$ cat src/rtl/wb_arb_pkg.sv
// ----------------------------------------------------------------------------
// wb_arb_pkg
// Shared types for the two-master Wishbone classic arbiter.
//   arb_state_t : arbiter FSM states (IDLE, GNT_I, GNT_D)
//   master_t    : identifies a master (MST_I = instruction, MST_D = data)
// Optional feature macro: WB_ARB_ROUND_ROBIN_EN (used by wb_arb_pick and
// wb_arbiter; this package is the same in both builds).
// ----------------------------------------------------------------------------
package wb_arb_pkg;

    typedef enum logic [1:0] {
        IDLE  = 2'd0,
        GNT_I = 2'd1,
        GNT_D = 2'd2
    } arb_state_t;

    typedef enum logic {
        MST_I = 1'b0,
        MST_D = 1'b1
    } master_t;

endpackage

$ cat src/rtl/wb_arb_pick.sv
// ----------------------------------------------------------------------------
// wb_arb_pick
// Combinational arbitration policy. Chooses which master should be granted
// next, given which masters are competing for the bus.
// Ports:
//   i_req       : instruction master is competing
//   d_req       : data master is competing
//   last_grant  : master that held the most recent grant
//   next_master : master to grant (don't-care when neither requests)
// Optional feature macro: WB_ARB_ROUND_ROBIN_EN
//   defined   : on a tie, the master not last granted wins
//   undefined : fixed priority, D wins every tie; last_grant is ignored
// ----------------------------------------------------------------------------
module wb_arb_pick
    import wb_arb_pkg::*;
(
    input  logic    i_req,
    input  logic    d_req,
    input  master_t last_grant,
    output master_t next_master
);

`ifdef WB_ARB_ROUND_ROBIN_EN
    always_comb begin
        next_master = MST_D;
        if (i_req && d_req) begin
            next_master = (last_grant == MST_I) ? MST_D : MST_I;
        end else if (i_req) begin
            next_master = MST_I;
        end
    end
`else
    // The fixed-priority policy has no use for history.
    logic unused_last_grant;
    assign unused_last_grant = last_grant;

    always_comb begin
        next_master = MST_D;
        if (i_req && !d_req) begin
            next_master = MST_I;
        end
    end
`endif

endmodule

$ cat src/rtl/wb_arbiter.sv
// ----------------------------------------------------------------------------
// wb_arbiter
// Two-master (instruction I, data D) to one-slave Wishbone classic arbiter.
// A master keeps the grant for its whole CYC tenure; the granted master's
// signals are passed verbatim to the slave, the other master sees no ACK.
// Only the grant state is registered; all outputs are combinational.
// Ports:
//   clk, rst_n             : clock (rising edge), async active-low reset
//   I_* / D_*              : instruction / data master buses (ADR, SEL, WE,
//                            STB, CYC, DAT_W in; DAT_R, ACK out)
//   S_*                    : slave bus (ADR, SEL, WE, STB, CYC, DAT_W out;
//                            DAT_R, ACK in)
// Parameter: XLEN address/data width, SEL width XLEN/8.
// Optional feature macro: WB_ARB_ROUND_ROBIN_EN adds a last_grant register
// (reset to I) so that ties alternate instead of always favouring D.
// ----------------------------------------------------------------------------
module wb_arbiter
    import wb_arb_pkg::*;
#(
    parameter int XLEN = 32
) (
    input  logic                clk,
    input  logic                rst_n,

    input  logic [XLEN-1:0]     I_ADR,
    input  logic [XLEN/8-1:0]   I_SEL,
    input  logic                I_WE,
    input  logic                I_STB,
    input  logic                I_CYC,
    input  logic [XLEN-1:0]     I_DAT_W,
    output logic [XLEN-1:0]     I_DAT_R,
    output logic                I_ACK,

    input  logic [XLEN-1:0]     D_ADR,
    input  logic [XLEN/8-1:0]   D_SEL,
    input  logic                D_WE,
    input  logic                D_STB,
    input  logic                D_CYC,
    input  logic [XLEN-1:0]     D_DAT_W,
    output logic [XLEN-1:0]     D_DAT_R,
    output logic                D_ACK,

    output logic [XLEN-1:0]     S_ADR,
    output logic [XLEN/8-1:0]   S_SEL,
    output logic                S_WE,
    output logic                S_STB,
    output logic                S_CYC,
    output logic [XLEN-1:0]     S_DAT_W,
    input  logic [XLEN-1:0]     S_DAT_R,
    input  logic                S_ACK
);

    arb_state_t state_q, state_d;
    master_t    last_grant;
    master_t    pick_master;
    arb_state_t pick_state;
    logic       pick_i_req;
    logic       pick_d_req;
    logic       any_req;
    logic       i_own;
    logic       d_own;

    // The current owner never competes: in GNT_x the FSM only consults the
    // picker after x has dropped CYC, so only the other master is a candidate.
    assign pick_i_req = I_CYC && (state_q != GNT_I);
    assign pick_d_req = D_CYC && (state_q != GNT_D);
    assign any_req    = pick_i_req || pick_d_req;
    assign pick_state = (pick_master == MST_D) ? GNT_D : GNT_I;

    wb_arb_pick u_pick (
        .i_req       (pick_i_req),
        .d_req       (pick_d_req),
        .last_grant  (last_grant),
        .next_master (pick_master)
    );

    always_comb begin
        state_d = state_q;
        case (state_q)
            IDLE: begin
                if (any_req) state_d = pick_state;
            end
            GNT_I: begin
                if (!I_CYC) state_d = any_req ? pick_state : IDLE;
            end
            GNT_D: begin
                if (!D_CYC) state_d = any_req ? pick_state : IDLE;
            end
            default: state_d = IDLE;
        endcase
    end

    always_ff @(posedge clk or negedge rst_n) begin
        if (!rst_n) state_q <= IDLE;
        else        state_q <= state_d;
    end

`ifdef WB_ARB_ROUND_ROBIN_EN
    master_t last_grant_q, last_grant_d;

    always_comb begin
        last_grant_d = last_grant_q;
        if (state_d == GNT_I)      last_grant_d = MST_I;
        else if (state_d == GNT_D) last_grant_d = MST_D;
    end

    always_ff @(posedge clk or negedge rst_n) begin
        if (!rst_n) last_grant_q <= MST_I;
        else        last_grant_q <= last_grant_d;
    end

    assign last_grant = last_grant_q;
`else
    assign last_grant = MST_I;
`endif

    // Ownership requires the owner's CYC to still be high, so the slave bus
    // drops to zero (and late ACKs are swallowed) in the cycle CYC falls.
    assign i_own = (state_q == GNT_I) && I_CYC;
    assign d_own = (state_q == GNT_D) && D_CYC;

    always_comb begin
        S_ADR   = '0;
        S_SEL   = '0;
        S_WE    = 1'b0;
        S_STB   = 1'b0;
        S_CYC   = 1'b0;
        S_DAT_W = '0;
        if (i_own) begin
            S_ADR   = I_ADR;
            S_SEL   = I_SEL;
            S_WE    = I_WE;
            S_STB   = I_STB;
            S_CYC   = I_CYC;
            S_DAT_W = I_DAT_W;
        end else if (d_own) begin
            S_ADR   = D_ADR;
            S_SEL   = D_SEL;
            S_WE    = D_WE;
            S_STB   = D_STB;
            S_CYC   = D_CYC;
            S_DAT_W = D_DAT_W;
        end
    end

    assign I_ACK   = i_own && S_ACK;
    assign D_ACK   = d_own && S_ACK;
    // Read data is broadcast; each master qualifies it with its own ACK.
    assign I_DAT_R = S_DAT_R;
    assign D_DAT_R = S_DAT_R;

endmodule

$ cat config.mk
export PLATFORM = sky130hd
export DESIGN_NAME = wb_arbiter
export DESIGN_NICKNAME = d
export VERILOG_FILES = /design/src/rtl/wb_arb_pkg.sv /design/src/rtl/wb_arb_pick.sv /design/src/rtl/wb_arbiter.sv
export SDC_FILE = /design/constraint.sdc
export NUM_CORES = 1
export LEC_CHECK = 0
export BUFFER_PORTS_ARGS = -buffer_cell sky130_fd_sc_hd__buf_2
export CORE_AREA = 3 3 121 123
export CTS_CLUSTER_SIZE = 20
export DETAILED_ROUTE_END_ITERATION = 10
export DIE_AREA = 0 0 124 126
export HOLD_SLACK_MARGIN = 0.15
export PLACE_DENSITY = 0.39
export SYNTH_ARGS = -nofsm -noshare
export SYNTH_HDL_FRONTEND = slang
export SYNTH_HIERARCHICAL = 1
export SYNTH_SLANG_ARGS = --single-unit
$ cat constraint.sdc
create_clock -name clk -period 2.15 [get_ports clk]
set_clock_uncertainty 0.15 [all_clocks]
set_input_delay 0.43 -clock clk [delete_from_list [all_inputs] [get_ports clk]]
set_output_delay 0.43 -clock clk [all_outputs]
set_load 0.01 [all_outputs]
After elaboration in Yosys (flattened, before gate mapping):

Index checks and enable logic that the tools add are counted.

* $add $sub $neg: 0
* bitwise logic cells: 0
* eq/ne operators: 7
* $lt $le $gt $ge: 0
* div/mod/pow operators: 0
* $mul: 0
* muxes and demuxes: 18
* reductions and logical operators: 11
* shifts and indexed selects: 0

Operators with widths (count)
* 2-to-1 mux 32 bit: 4
* 2-to-1 mux 2 bit: 5
* 2-to-1 mux 4 bit: 2
* != test 2 bit (second input constant): 4
* logical AND 1 bit: 7
* 2-to-1 mux 1 bit: 6
* case mux 2 bit (3 select lines): 1
* AND reduction 3 bit: 1
* == test 2 x 1 -> 1 bit (second input constant): 1
* == test 2 bit (second input constant): 1
* logical NOT 2 bit: 1
* != test 2 x 1 -> 1 bit (second input constant): 1
* logical NOT 1 bit: 1
* logical OR 1 bit: 1

* flip-flop bits (word level): 2
* latch bits: 0
* memories kept: 0
* RAM bits: 0
* ROM bits: 0
* word-level logic and storage cells: 37

Depth between registers and ports, before layout:

* depth after elaboration: 8
* depth in mapped cells: 7

By module:

The synthesis kept the hierarchy.

By module, submodules not included
* wb_arbiter: area each 1472.7 um2, cells an instance 173, times used 1
* wb_arb_pick: area each 6.3 um2, cells an instance 1, times used 1

Worst setup path after synthesis:

No wires, ideal clock.

* kind: flip-flop to output port
* start: reg state_q[1]
* end: out S_ADR[0]
* slack: 0.148 ns
* cell stages (with the launch flop): 8
* buffers on the path: 2
* data arrival time: 1.422 ns
* cell sequence: dfrtp_1 inv_1 ha_1 and2_4 buf_6 nor2_8 buf_8 a22o_1

* word-level cells in the longest chain between the ends: 4
* elaborated cells on any way between the ends: 6

RTL lines
* start, declared: line wb_arbiter.sv:53 `arb_state_t state_q, state_d;`
* start signal, assigned: line wb_arbiter.sv:95 `else state_q <= state_d;`
* == test 2 bit: line wb_arbiter.sv:120 `assign d_own = (state_q == GNT_D) && D_CYC;`
* logical AND 1 bit: line wb_arbiter.sv:120
* 2-to-1 mux 32 bit: line wb_arbiter.sv:136 `end else if (d_own) begin`
* 2-to-1 mux 32 bit (*): line wb_arbiter.sv:129 `if (i_own) begin`
* end, declared: line wb_arbiter.sv:43 `output logic [XLEN-1:0] S_ADR,`

Mark *: on every way between the ends. The rest lies on a longest branch, timed or not.

Worst setup path after layout:

* start: reg state_q[0]
* end: out S_ADR[18]

The elaborated chain is that of the path after synthesis.

==> reports/summary.txt <==
Crit path max fanout: 12
Clk slew on worst S/H paths: 0.03 ns
R2R setup slack: 0.19 ns
Via-to-Cell Ratio: 3.85
Startpoint types: flop
Max reg flops: 2
Internal power: 1.21 mW
R2R depth: 7
Post-Route WL: 8410 um
Post-synthesis instance total: 173
Hold WC Path Type: input port to asynchronous set/reset pin
Initial Util: 0.107
Total core area: 13,800 um^2
Max Buffers Root-to-Sink: 2
Fin area: 2670 um^2
Lkg Pwr: 1.57 nW
DPL Wire Length: 5460 um
Max incr delay on CP: 0.42 ns
CTS root buffer: clkbuf_16
Gate power share: 0.830
Reg2reg end: state_q[1]
Setup CP Type: flop to output port
Largest net degree at the start of global routing: 36
Core Util, Final: 0.194
Max rail drop VDD: 0.000408 V
Placed cell area: 2230 um^2
Commonest non-fill, non-tap cell in the layout: buf_2
Antenna viol nets, final: 0
Antenna cells: 0
Register Area: 50.0 um^2
Multi-input logic area: 813 um^2
Syn_area_per_cell: 8.53 um^2
Slew Viols, Final: 0
Row cnt: 43
Pwr dens: 773 nW/um^2
Detailed Routing Iterations Pass 1: 4
Top reg by flops: state_q
Failing checks: setup timing
Die W: 124 um
CTS tree: yes
Slew of the pin with the lowest slew margin: 0.261 ns
Rel. slew slack: 0.824
Final Hold Viols: 0
Via Count: 1,997
Final Cycle Share: 1.08
Syn_nets: 354
Clk_lat worst skew: 0.22 ns
Per-cell routed wire length: 16.2 um
Outcome: complete, but fails checks
Final #Nets: 522
I/O pins: 314
GPL Wtd Cong: 0.762
Worst r2r src: state_q[1]
Setup crit end kind: output port
CTS Buf Count: 3
Vias in the first global route: 1,965
RSZ-0062 raised after global routing: yes
Power consumption: 2.06 mW
GR Overflow Total: 0
CTS Sinks: 2
Initial antenna violation count: 0
Worst setup slack after layout: -0.178 ns
1st-iter DRT viols: 71
Register share of total power: 0.035
Clock Power Share: 0.135
Regs by FF count: state_q x2
DRC: 0
Layout cells sized above 1: 0.743
Die height: 126 um
Yosys warning count: 6
Sw Ratio: 0.415
FMAX: 430 MHz
Tmin final: 2.33 ns
Die area: 15,600 um^2
Fillers: 1,576
Switching pwr: 856 uW
Crit path required time: 1.57 ns
Top delay family on crit path: buffers and inverters
Filler-free cell count of the finished design: 519
# setup viols final: 70
Layout area overhead: 80.9%
Gr usage total: 0.0857
H-tree level count: 1
Placed Cells: 496
CP Depth: 8
Max-cap violations: 0
First-pass GRT wire length: 10,400 um
Most frequent cells in the layout: buf_2, a22o_1, buf_4, clkbuf_16, buf_6
Crit path DAT: 1.75 ns
Worst path bufs/invs: 4
Port Buf Inserts: 217
CP max-delay cell: dfrtp_1
Critical path, cell by cell: inv_1 > ha_2 > nand2_4 > nor2_8 > buf_4 > buf_12 > a22o_1 > buf_2
Synthesized area: 1480 um^2
Dpl ws: 0.0246 ns
stage by stage:
stage               setup TNS [ns]  hold slack, ns
floorplan                        0         -0.0156
global placement                 0          0.0709
detailed placement               0          0.0710
CTS                         -11.44           0.380
finish                       -9.65           0.384
global route                -15.70           0.400
final cells by class:
type,instances,area share
inverters,3,0.00422
multi-input cells,89,0.305
repair buffers,242,0.560
flip-flops and latches,2,0.0188
well taps,180,0.0844
clock buffers,3,0.0281
worst max path at each step:
| stage | slack [ns] | startpoint | endpoint |
|---|---|---|---|
| 2_1_floorplan | 0.15 | state_q[1] | S_ADR[0] |
| 3_3_place_gp | 0.03 | state_q[1] | S_ADR[18] |
| 3_5_place_dp | 0.02 | state_q[1] | S_ADR[18] |
| 4_1_cts | -0.20 | state_q[1] | S_ADR[18] |
| 5_1_grt | -0.26 | state_q[0] | S_ADR[10] |
| 6_report | -0.18 | state_q[0] | S_ADR[18] |
power by group through the flow:
stage               Sequential [mW]  Combinational [mW]  Clock [mW]
global route                 0.0743                1.87       0.286
CTS                          0.0662                1.55       0.282
global placement             0.0679                1.24           0
detailed placement           0.0688                1.26           0
floorplan                    0.0657               0.914           0
finish                       0.0714                1.71       0.278
layer usage:
metal,global-route usage,part of all wire
met1,0.0988,0.39
met2,0.159,0.49
met3,0.0157,0.10
met4,0.0226,0.018
met5,0,0
repair_timing:
action / CTS / global route
endpoints found under the setup margin: 70 / 71
resized for setup: 11 / 14
cloned: 4 / 6
setup buffers: 8 / 6
pin swaps: 2 / 9
hold buffers: 1 / 0
endpoints found under the hold margin: 2 / 0
No activity file was read; power rests on OpenSTA's default activity.
